[src/rtl/upuart_rx_if.sv]
// upuart_rx_if: bundle of the UART receiver's line, strobe, FIFO and status
// signals.
//   master : the receiver. It drives data_out, data_wr, rts, frame_err and
//            overrun_err, and samples rxd, uclk_rx and fifo_full.
//   slave  : the surrounding logic (FIFO, baud generator, line, register
//            block), seen from the other side.
interface upuart_rx_if;
  logic [7:0] data_out;
  logic       data_wr;
  logic       fifo_full;
  logic       uclk_rx;
  logic       rxd;
  logic       rts;
  logic       frame_err;
  logic       overrun_err;

  modport master (
    output data_out, data_wr, rts, frame_err, overrun_err,
    input  fifo_full, uclk_rx, rxd
  );

  modport slave (
    input  data_out, data_wr, rts, frame_err, overrun_err,
    output fifo_full, uclk_rx, rxd
  );
endinterface

[src/rtl/upuart_rx.sv]
// upuart_rx: 8N1 UART receiver.
// rxd is oversampled OVS times per bit on the uclk_rx strobe and
// majority-filtered. Each good byte is written to the RX FIFO. RTS is driven
// from FIFO fullness. Framing and overrun errors are reported as one-cycle
// pulses.
// Ports:
//   clk  : system clock
//   nrst : asynchronous active-low reset
//   bus  : upuart_rx_if.master carrying the following signals:
//     data_out    : received byte
//     data_wr     : one-cycle FIFO write strobe
//     fifo_full   : FIFO full, sampled at mid stop bit
//     uclk_rx     : oversample strobe
//     rxd         : asynchronous serial line
//     rts         : registered copy of fifo_full, 1 = hold off
//     frame_err   : one-cycle pulse for a low stop bit
//     overrun_err : one-cycle pulse for a good frame dropped on full FIFO
module upuart_rx #(
  parameter int OVS = 16,
  parameter int CW  = 5
) (
  input  logic         clk,
  input  logic         nrst,
  upuart_rx_if.master  bus
);

  typedef enum logic [2:0] {
    S_IDLE,
    S_START,
    S_DATA,
    S_STOP,
    S_BRK
  } state_t;

  localparam logic [CW-1:0] HALF_M1 = CW'(OVS / 2 - 1);
  localparam logic [CW-1:0] FULL_M1 = CW'(OVS - 1);

  function automatic logic maj3(input logic [2:0] v);
    return (v[0] & v[1]) | (v[0] & v[2]) | (v[1] & v[2]);
  endfunction

  logic          sync_p0, sync_p1;
  logic [2:0]    vote;
  logic          rx_v;
  logic          rts_q;

  state_t        state, state_n;
  logic [CW-1:0] tick, tick_n;
  logic [2:0]    bitc, bitc_n;
  logic [7:0]    shift, shift_n;
  logic [7:0]    data_q, data_n;
  logic          wr_q, wr_n;
  logic          fe_q, fe_n;
  logic          ov_q, ov_n;

  assign rx_v = maj3(vote);

  always_ff @(posedge clk or negedge nrst) begin
    if (!nrst) begin
      sync_p0 <= 1'b1;
      sync_p1 <= 1'b1;
      vote    <= 3'b111;
      rts_q   <= 1'b1;
      state   <= S_IDLE;
      tick    <= '0;
      bitc    <= '0;
      shift   <= '0;
      data_q  <= '0;
      wr_q    <= 1'b0;
      fe_q    <= 1'b0;
      ov_q    <= 1'b0;
    end else begin
      // stage p0/p1: metastability synchronizer on the raw line
      sync_p0 <= bus.rxd;
      sync_p1 <= sync_p0;
      // vote window advances only on oversample strobes
      if (bus.uclk_rx) begin
        vote <= {vote[1:0], sync_p1};
      end
      rts_q  <= bus.fifo_full;
      state  <= state_n;
      tick   <= tick_n;
      bitc   <= bitc_n;
      shift  <= shift_n;
      data_q <= data_n;
      wr_q   <= wr_n;
      fe_q   <= fe_n;
      ov_q   <= ov_n;
    end
  end

  // Counter compares use the value before increment, so START samples at
  // OVS/2 strobes after the edge and each later bit OVS strobes after that.
  always_comb begin
    state_n = state;
    tick_n  = tick;
    bitc_n  = bitc;
    shift_n = shift;
    data_n  = data_q;
    wr_n    = 1'b0;
    fe_n    = 1'b0;
    ov_n    = 1'b0;
    if (bus.uclk_rx) begin
      case (state)
        S_IDLE: begin
          if (!rx_v) begin
            state_n = S_START;
            tick_n  = '0;
          end
        end
        S_START: begin
          if (tick == HALF_M1) begin
            tick_n  = '0;
            bitc_n  = '0;
            // a line that is high again at mid start bit was a glitch
            state_n = rx_v ? S_IDLE : S_DATA;
          end else begin
            tick_n = tick + CW'(1);
          end
        end
        S_DATA: begin
          if (tick == FULL_M1) begin
            shift_n = {rx_v, shift[7:1]};
            tick_n  = '0;
            bitc_n  = bitc + 3'd1;
            if (bitc == 3'd7) begin
              state_n = S_STOP;
            end
          end else begin
            tick_n = tick + CW'(1);
          end
        end
        S_STOP: begin
          if (tick == FULL_M1) begin
            // leaving at mid stop bit leaves half a bit to catch the next start edge
            tick_n = '0;
            if (!rx_v) begin
              fe_n    = 1'b1;
              state_n = S_BRK;
            end else if (bus.fifo_full) begin
              ov_n    = 1'b1;
              state_n = S_IDLE;
            end else begin
              data_n  = shift;
              wr_n    = 1'b1;
              state_n = S_IDLE;
            end
          end else begin
            tick_n = tick + CW'(1);
          end
        end
        S_BRK: begin
          // a held-low line must go high before another start is accepted
          if (rx_v) begin
            state_n = S_IDLE;
          end
        end
        default: state_n = S_IDLE;
      endcase
    end
  end

  assign bus.data_out    = data_q;
  assign bus.data_wr     = wr_q;
  assign bus.rts         = rts_q;
  assign bus.frame_err   = fe_q;
  assign bus.overrun_err = ov_q;

endmodule

[src/flat_wrapper.sv]
// flat-port wrapper written by rule: the top's interface ports become plain ports
module upuart_rx_flat 
#(
  parameter int OVS = 16,
  parameter int CW  = 5
)
  (clk, nrst, bus_data_out, bus_data_wr, bus_rts, bus_frame_err, bus_overrun_err, bus_fifo_full, bus_uclk_rx, bus_rxd);
  upuart_rx_if bus_i ();
  input  logic clk;
  input  logic nrst;
  output wire logic [$bits(bus_i.data_out)-1:0] bus_data_out;
  output wire logic [$bits(bus_i.data_wr)-1:0] bus_data_wr;
  output wire logic [$bits(bus_i.rts)-1:0] bus_rts;
  output wire logic [$bits(bus_i.frame_err)-1:0] bus_frame_err;
  output wire logic [$bits(bus_i.overrun_err)-1:0] bus_overrun_err;
  input wire logic [$bits(bus_i.fifo_full)-1:0] bus_fifo_full;
  input wire logic [$bits(bus_i.uclk_rx)-1:0] bus_uclk_rx;
  input wire logic [$bits(bus_i.rxd)-1:0] bus_rxd;
  assign bus_data_out = bus_i.data_out;
  assign bus_data_wr = bus_i.data_wr;
  assign bus_rts = bus_i.rts;
  assign bus_frame_err = bus_i.frame_err;
  assign bus_overrun_err = bus_i.overrun_err;
  assign bus_i.fifo_full = bus_fifo_full;
  assign bus_i.uclk_rx = bus_uclk_rx;
  assign bus_i.rxd = bus_rxd;
  upuart_rx #(.OVS(OVS), .CW(CW)) u_core (.clk(clk), .nrst(nrst), .bus(bus_i));
endmodule
[config.mk]
export PLATFORM = sky130hd
export DESIGN_NAME = upuart_rx_flat
export DESIGN_NICKNAME = d
export VERILOG_FILES = /design/src/rtl/upuart_rx_if.sv /design/src/rtl/upuart_rx.sv /design/src/flat_wrapper.sv
export SDC_FILE = /design/constraint.sdc
export NUM_CORES = 1
export LEC_CHECK = 0
export BUFFER_PORTS_ARGS = -buffer_cell sky130_fd_sc_hd__buf_2
export CORE_ASPECT_RATIO = 1.2
export CORE_UTILIZATION = 45
export CTS_BUF_LIST = sky130_fd_sc_hd__clkbuf_16
export CTS_CLUSTER_DIAMETER = 40
export DETAILED_ROUTE_END_ITERATION = 8
export GPL_ROUTABILITY_DRIVEN = 1
export PLACE_DENSITY = 0.64
export SLEW_MARGIN = 20
export SYNTH_ARGS = -nofsm -noshare
export SYNTH_HDL_FRONTEND = slang
export SYNTH_SLANG_ARGS = --single-unit
export TNS_END_PERCENT = 20
[constraint.sdc]
create_clock -name clk -period 2.2 [get_ports clk]
set_input_delay 0.44 -clock clk [delete_from_list [all_inputs] [get_ports clk]]
set_output_delay 0.44 -clock clk [all_outputs]
set_load 0.1 [all_outputs]
==> metrics.csv <==
stage;metric;value;unit
drt;total iterations of the first detailed-routing run;4;
synth;register area share after synthesis;56.5;%
cells_and_area;antenna cells;0;
power_and_ir_drop;Clock power frac;35.0;%
die;die width;56.6;µm
drt;Post-Route WL;2890;µm
die;starting utilization of the core area;47.8;%
clocking;CTS clock-pin slew for the worst setup and hold paths;0.06;ns
power_and_ir_drop;total power per unit cell area;1010;mW/mm²
clocking;maximum clock insertion buffer count;2;
power_and_ir_drop;overall power;1.94;mW
global_route;initial antenna violation count;0;
global_route;global routing usage summed across all routing layers;17.6;%
drt;total DRC errors in the routed layout;0;
die;placeable core area;0.00337;mm²
cells_and_area;multi-input gate area in the final layout;668;µm²
place;estimated wirelength of the detail-placed design;1980;µm
setup_path;arrival time of data at the critical path endpoint;2.29;ns
setup_path;critical path endpoint category;register;
drt;vias post-DR;1109;
setup_path;slowest stage cell, crit path;sky130_fd_sc_hd__or4_4;
timing;headroom to the max-slew limit;48.5;%
power_and_ir_drop;fraction of power spent switching nets;30.8;%
clocking;clock insertion delay at the later pin of the skew report;0.28;ns
clocking;CTS tree;built;
synth;Mapped Cells;128;
synth;number of library cell types mapped by synthesis;36;
die;Die Footprint;0.00382;mm²
setup_path;worst endpoint required time;2.36;ns
power_and_ir_drop;VDD IR-drop max;912;µV
worst_hold_path;min-delay worst type;in -> async;
cells_and_area;fraction of layout instances using a drive strength above 1;39.4;%
timing;final-layout worst hold slack;0.232;ns
power_and_ir_drop;Static Leakage;0.940;nW
timing;Pins Over Slew Limit;0;
setup_path;Crit Path Category;reg -> reg;
synth;yosys synthesis warning count;0;
global_route;total gr overflow;0;
drt;drt via density;5.78;
place;final weighted congestion of routability-driven global placement;0.798;
power_and_ir_drop;total internal power;1.35;mW
timing;RSZ-0062 raised after global routing;false;
timing;Final period util;96.5;%
global_route;number of global-route vias before repair;1055;
cells_and_area;layout overhead on the synthesized area;19.8;%
drt;number of design-rule violations left by the first detailed-router iteration;32;
synth;net count after synthesis;137;
cells_and_area;sequential cell area;908;µm²
power_and_ir_drop;switching power summed over all nets;0.599;mW
synth;cell area after synthesis;0.00161;mm²
clocking;quantity of gates resized following cts;0;
clocking;number of clock sinks seen by CTS;36;
synth;share of async-settable or async-resettable flops after synthesis;100;%
timing;Achievable Freq;471;MHz
die;die height;67.5;µm
cells_and_area;Nets;163;
timing;Min Clock Period, post-route;2.12;ns
place;# port buffers;16;
setup_path;cells along the critical path;ha_1, nand3b_4, or4_4, nor3_4, buf_12, mux2_2;
synth;most instantiated flip-flop cell in the synthesis netlist;sky130_fd_sc_hd__dfrtp_1;
flow_run;Maximum Capacitance Violations;0;
global_route;wire length of the first global-routing pass;4910;µm
die;# rows;23;
setup_path;Critical Path Fanout Max;9;
setup_path;crit path from;u_core.tick[0];
synth;average cell area after synthesis;12.6;µm²
timing;setup violation total in the final timing report;0;
timing;Final Hold Fails;0;
power_and_ir_drop;Seq pwr share;42.2;%
timing;worst clock skew;0.00283;ns
cells_and_area;FILL cells;280;
outcome;status;completed;
power_and_ir_drop;share of total power in combinational logic;22.8;%
drt;routed len/inst;15.0;µm
die;ports placed on the boundary;17;
setup_path;slowest cell delay on critical path;0.52;ns
clocking;TritonCTS Buffers;5;
global_route;pin count of the biggest net entering global routing;37;
clocking;cts hold-fix bufs;0;
synth;Post-synth EDFFs;0;
clocking;Root Buffer Master;sky130_fd_sc_hd__clkbuf_16;
setup_path;crit start category;register;
setup_path;RR Startpoint;u_core.tick[0];
synth;synthesis-stage register bit count;36;
clocking;number of H-tree levels;2;
timing;total negative slack;0;ns
timing;Worst-Margin Slew;0.773;ns
drt;remaining number of nets flagged by the antenna check after routing;0;
## cells by family (layout without fill, tap and decap cells)
logic type / after synthesis / after routing / synth area share (%)
and+or+nand+nor: 36 / 36 / 14.2
adders and majority gates: 5 / 5 / 3.74
buffers and inverters: 8 / 35 / 1.94
AOI/OAI and AO/OA: 24 / 24 / 10.3
DFF: 36 / 36 / 56.5
muxes: 19 / 19 / 13.3
## cell usage after synthesis, types with 3 or more instances
cell type	n	area share, %
sky130_fd_sc_hd__nor3_1	5	1.6
sky130_fd_sc_hd__nor2b_1	3	1.2
sky130_fd_sc_hd__o31ai_1	3	1.4
sky130_fd_sc_hd__o21ai_0	4	1.2
sky130_fd_sc_hd__nor2_1	6	1.4
sky130_fd_sc_hd__mux2_2	19	13
sky130_fd_sc_hd__nand2_1	4	0.93
sky130_fd_sc_hd__dfstp_2	6	9.8
sky130_fd_sc_hd__inv_1	4	0.93
sky130_fd_sc_hd__clkbuf_1	3	0.70
sky130_fd_sc_hd__ha_1	4	3.1
sky130_fd_sc_hd__nand3_1	4	1.2
sky130_fd_sc_hd__a21oi_1	5	1.6
sky130_fd_sc_hd__dfrtp_1	30	47
sky130_fd_sc_hd__nor4_1	3	1.2
## worst paths after layout
kind | end | slack (ns) | depth (start not counted)
max | u_core.bus.data_out[6] | 0.08 | 6
min | u_core.tick[3] | 0.23 | 1
max reg2reg | u_core.bus.data_out[6] | 0.08 | 6
min reg2reg | u_core.sync_p1 | 0.36 | 0
max in group asynchronous | u_core.state[0] | 1.47 | 1
min in group clk | u_core.sync_p0 | 0.26 | 1
## sequential cells by signal (all words and copies together), names as in the netlist, 3 cells and up
| signal | cells |
|---|---|
| u_core.tick | 5 |
| u_core.bus.data_out | 8 |
| u_core.bitc | 3 |
| u_core.vote | 3 |
| u_core.shift | 8 |
| u_core.state | 3 |
## layout by cell type, fill, tap and decap left out, types with 4 or more instances in the layout
cell type	count
sky130_fd_sc_hd__mux2_2	19
sky130_fd_sc_hd__dfstp_2	6
sky130_fd_sc_hd__inv_1	4
sky130_fd_sc_hd__nor2_1	6
sky130_fd_sc_hd__clkbuf_16	5
sky130_fd_sc_hd__nand2_1	4
sky130_fd_sc_hd__nor3_1	5
sky130_fd_sc_hd__a21oi_1	5
sky130_fd_sc_hd__dfrtp_1	30
sky130_fd_sc_hd__ha_1	4
sky130_fd_sc_hd__nand3_1	4
sky130_fd_sc_hd__buf_2	16
sky130_fd_sc_hd__buf_4	6
sky130_fd_sc_hd__o21ai_0	4
## power groups by stage
stage / sequential (mW) / combinational (mW) / clock [mW]
finish: 0.821 / 0.443 / 0.681
global route: 0.830 / 0.500 / 0.723
floorplan: 0.817 / 0.315 / 0
detailed placement: 0.830 / 0.444 / 0
CTS: 0.820 / 0.447 / 0.697
global placement: 0.826 / 0.432 / 0
## layout make-up
type / instances / area share, %
Inverter: 4 / 0.779
Multi-Input combinational cell: 84 / 34.7
Timing Repair Buffer: 23 / 7.53
Clock inverter: 3 / 0.974
Clock buffer: 5 / 6.49
Tap cell: 37 / 2.40
Sequential cell: 36 / 47.1
## per-layer routing
layer  part of all wire (%)  routed length, µm  global-route usage [%]  vias up
met5                      0                  0                       0        -
met4                    2.0                 58                    8.23        0
met3                    3.3                 95                    5.75        6
met2                     49               1430                    27.1       20
met1                     45               1310                    22.8      551
li1                       -                  -                       -      532
## worst max-delay path: cells and delay by family, from the launching register on
kind,cells,cell delay [ns]
adder cells (fa/ha/maj),1,0.28
AND/OR/NAND/NOR,3,0.85
buffers and inverters,1,0.15
multiplexers,1,0.33
flip-flops,1,0.39
## repair_timing
item,in CTS,in global routing
hold endpoints to repair,0,0
buffers inserted,0,1
setup endpoints to repair,0,8
## through the flow
step / std cells / worst slack, ns / cell area (µm²) / utilization, %
finish: 192 / 0.0773 / 1930 / 57.2
global route: 192 / 0.00827 / 1930 / 57.2
CTS: 191 / 0.0295 / 1910 / 56.6
detailed placement: 183 / 0.0354 / 1760 / 52.4
global placement: 183 / 0.108 / 1760 / 52.4
floorplan: 128 / 0.163 / 1610 / -
No activity file was read; power rests on OpenSTA's default activity.
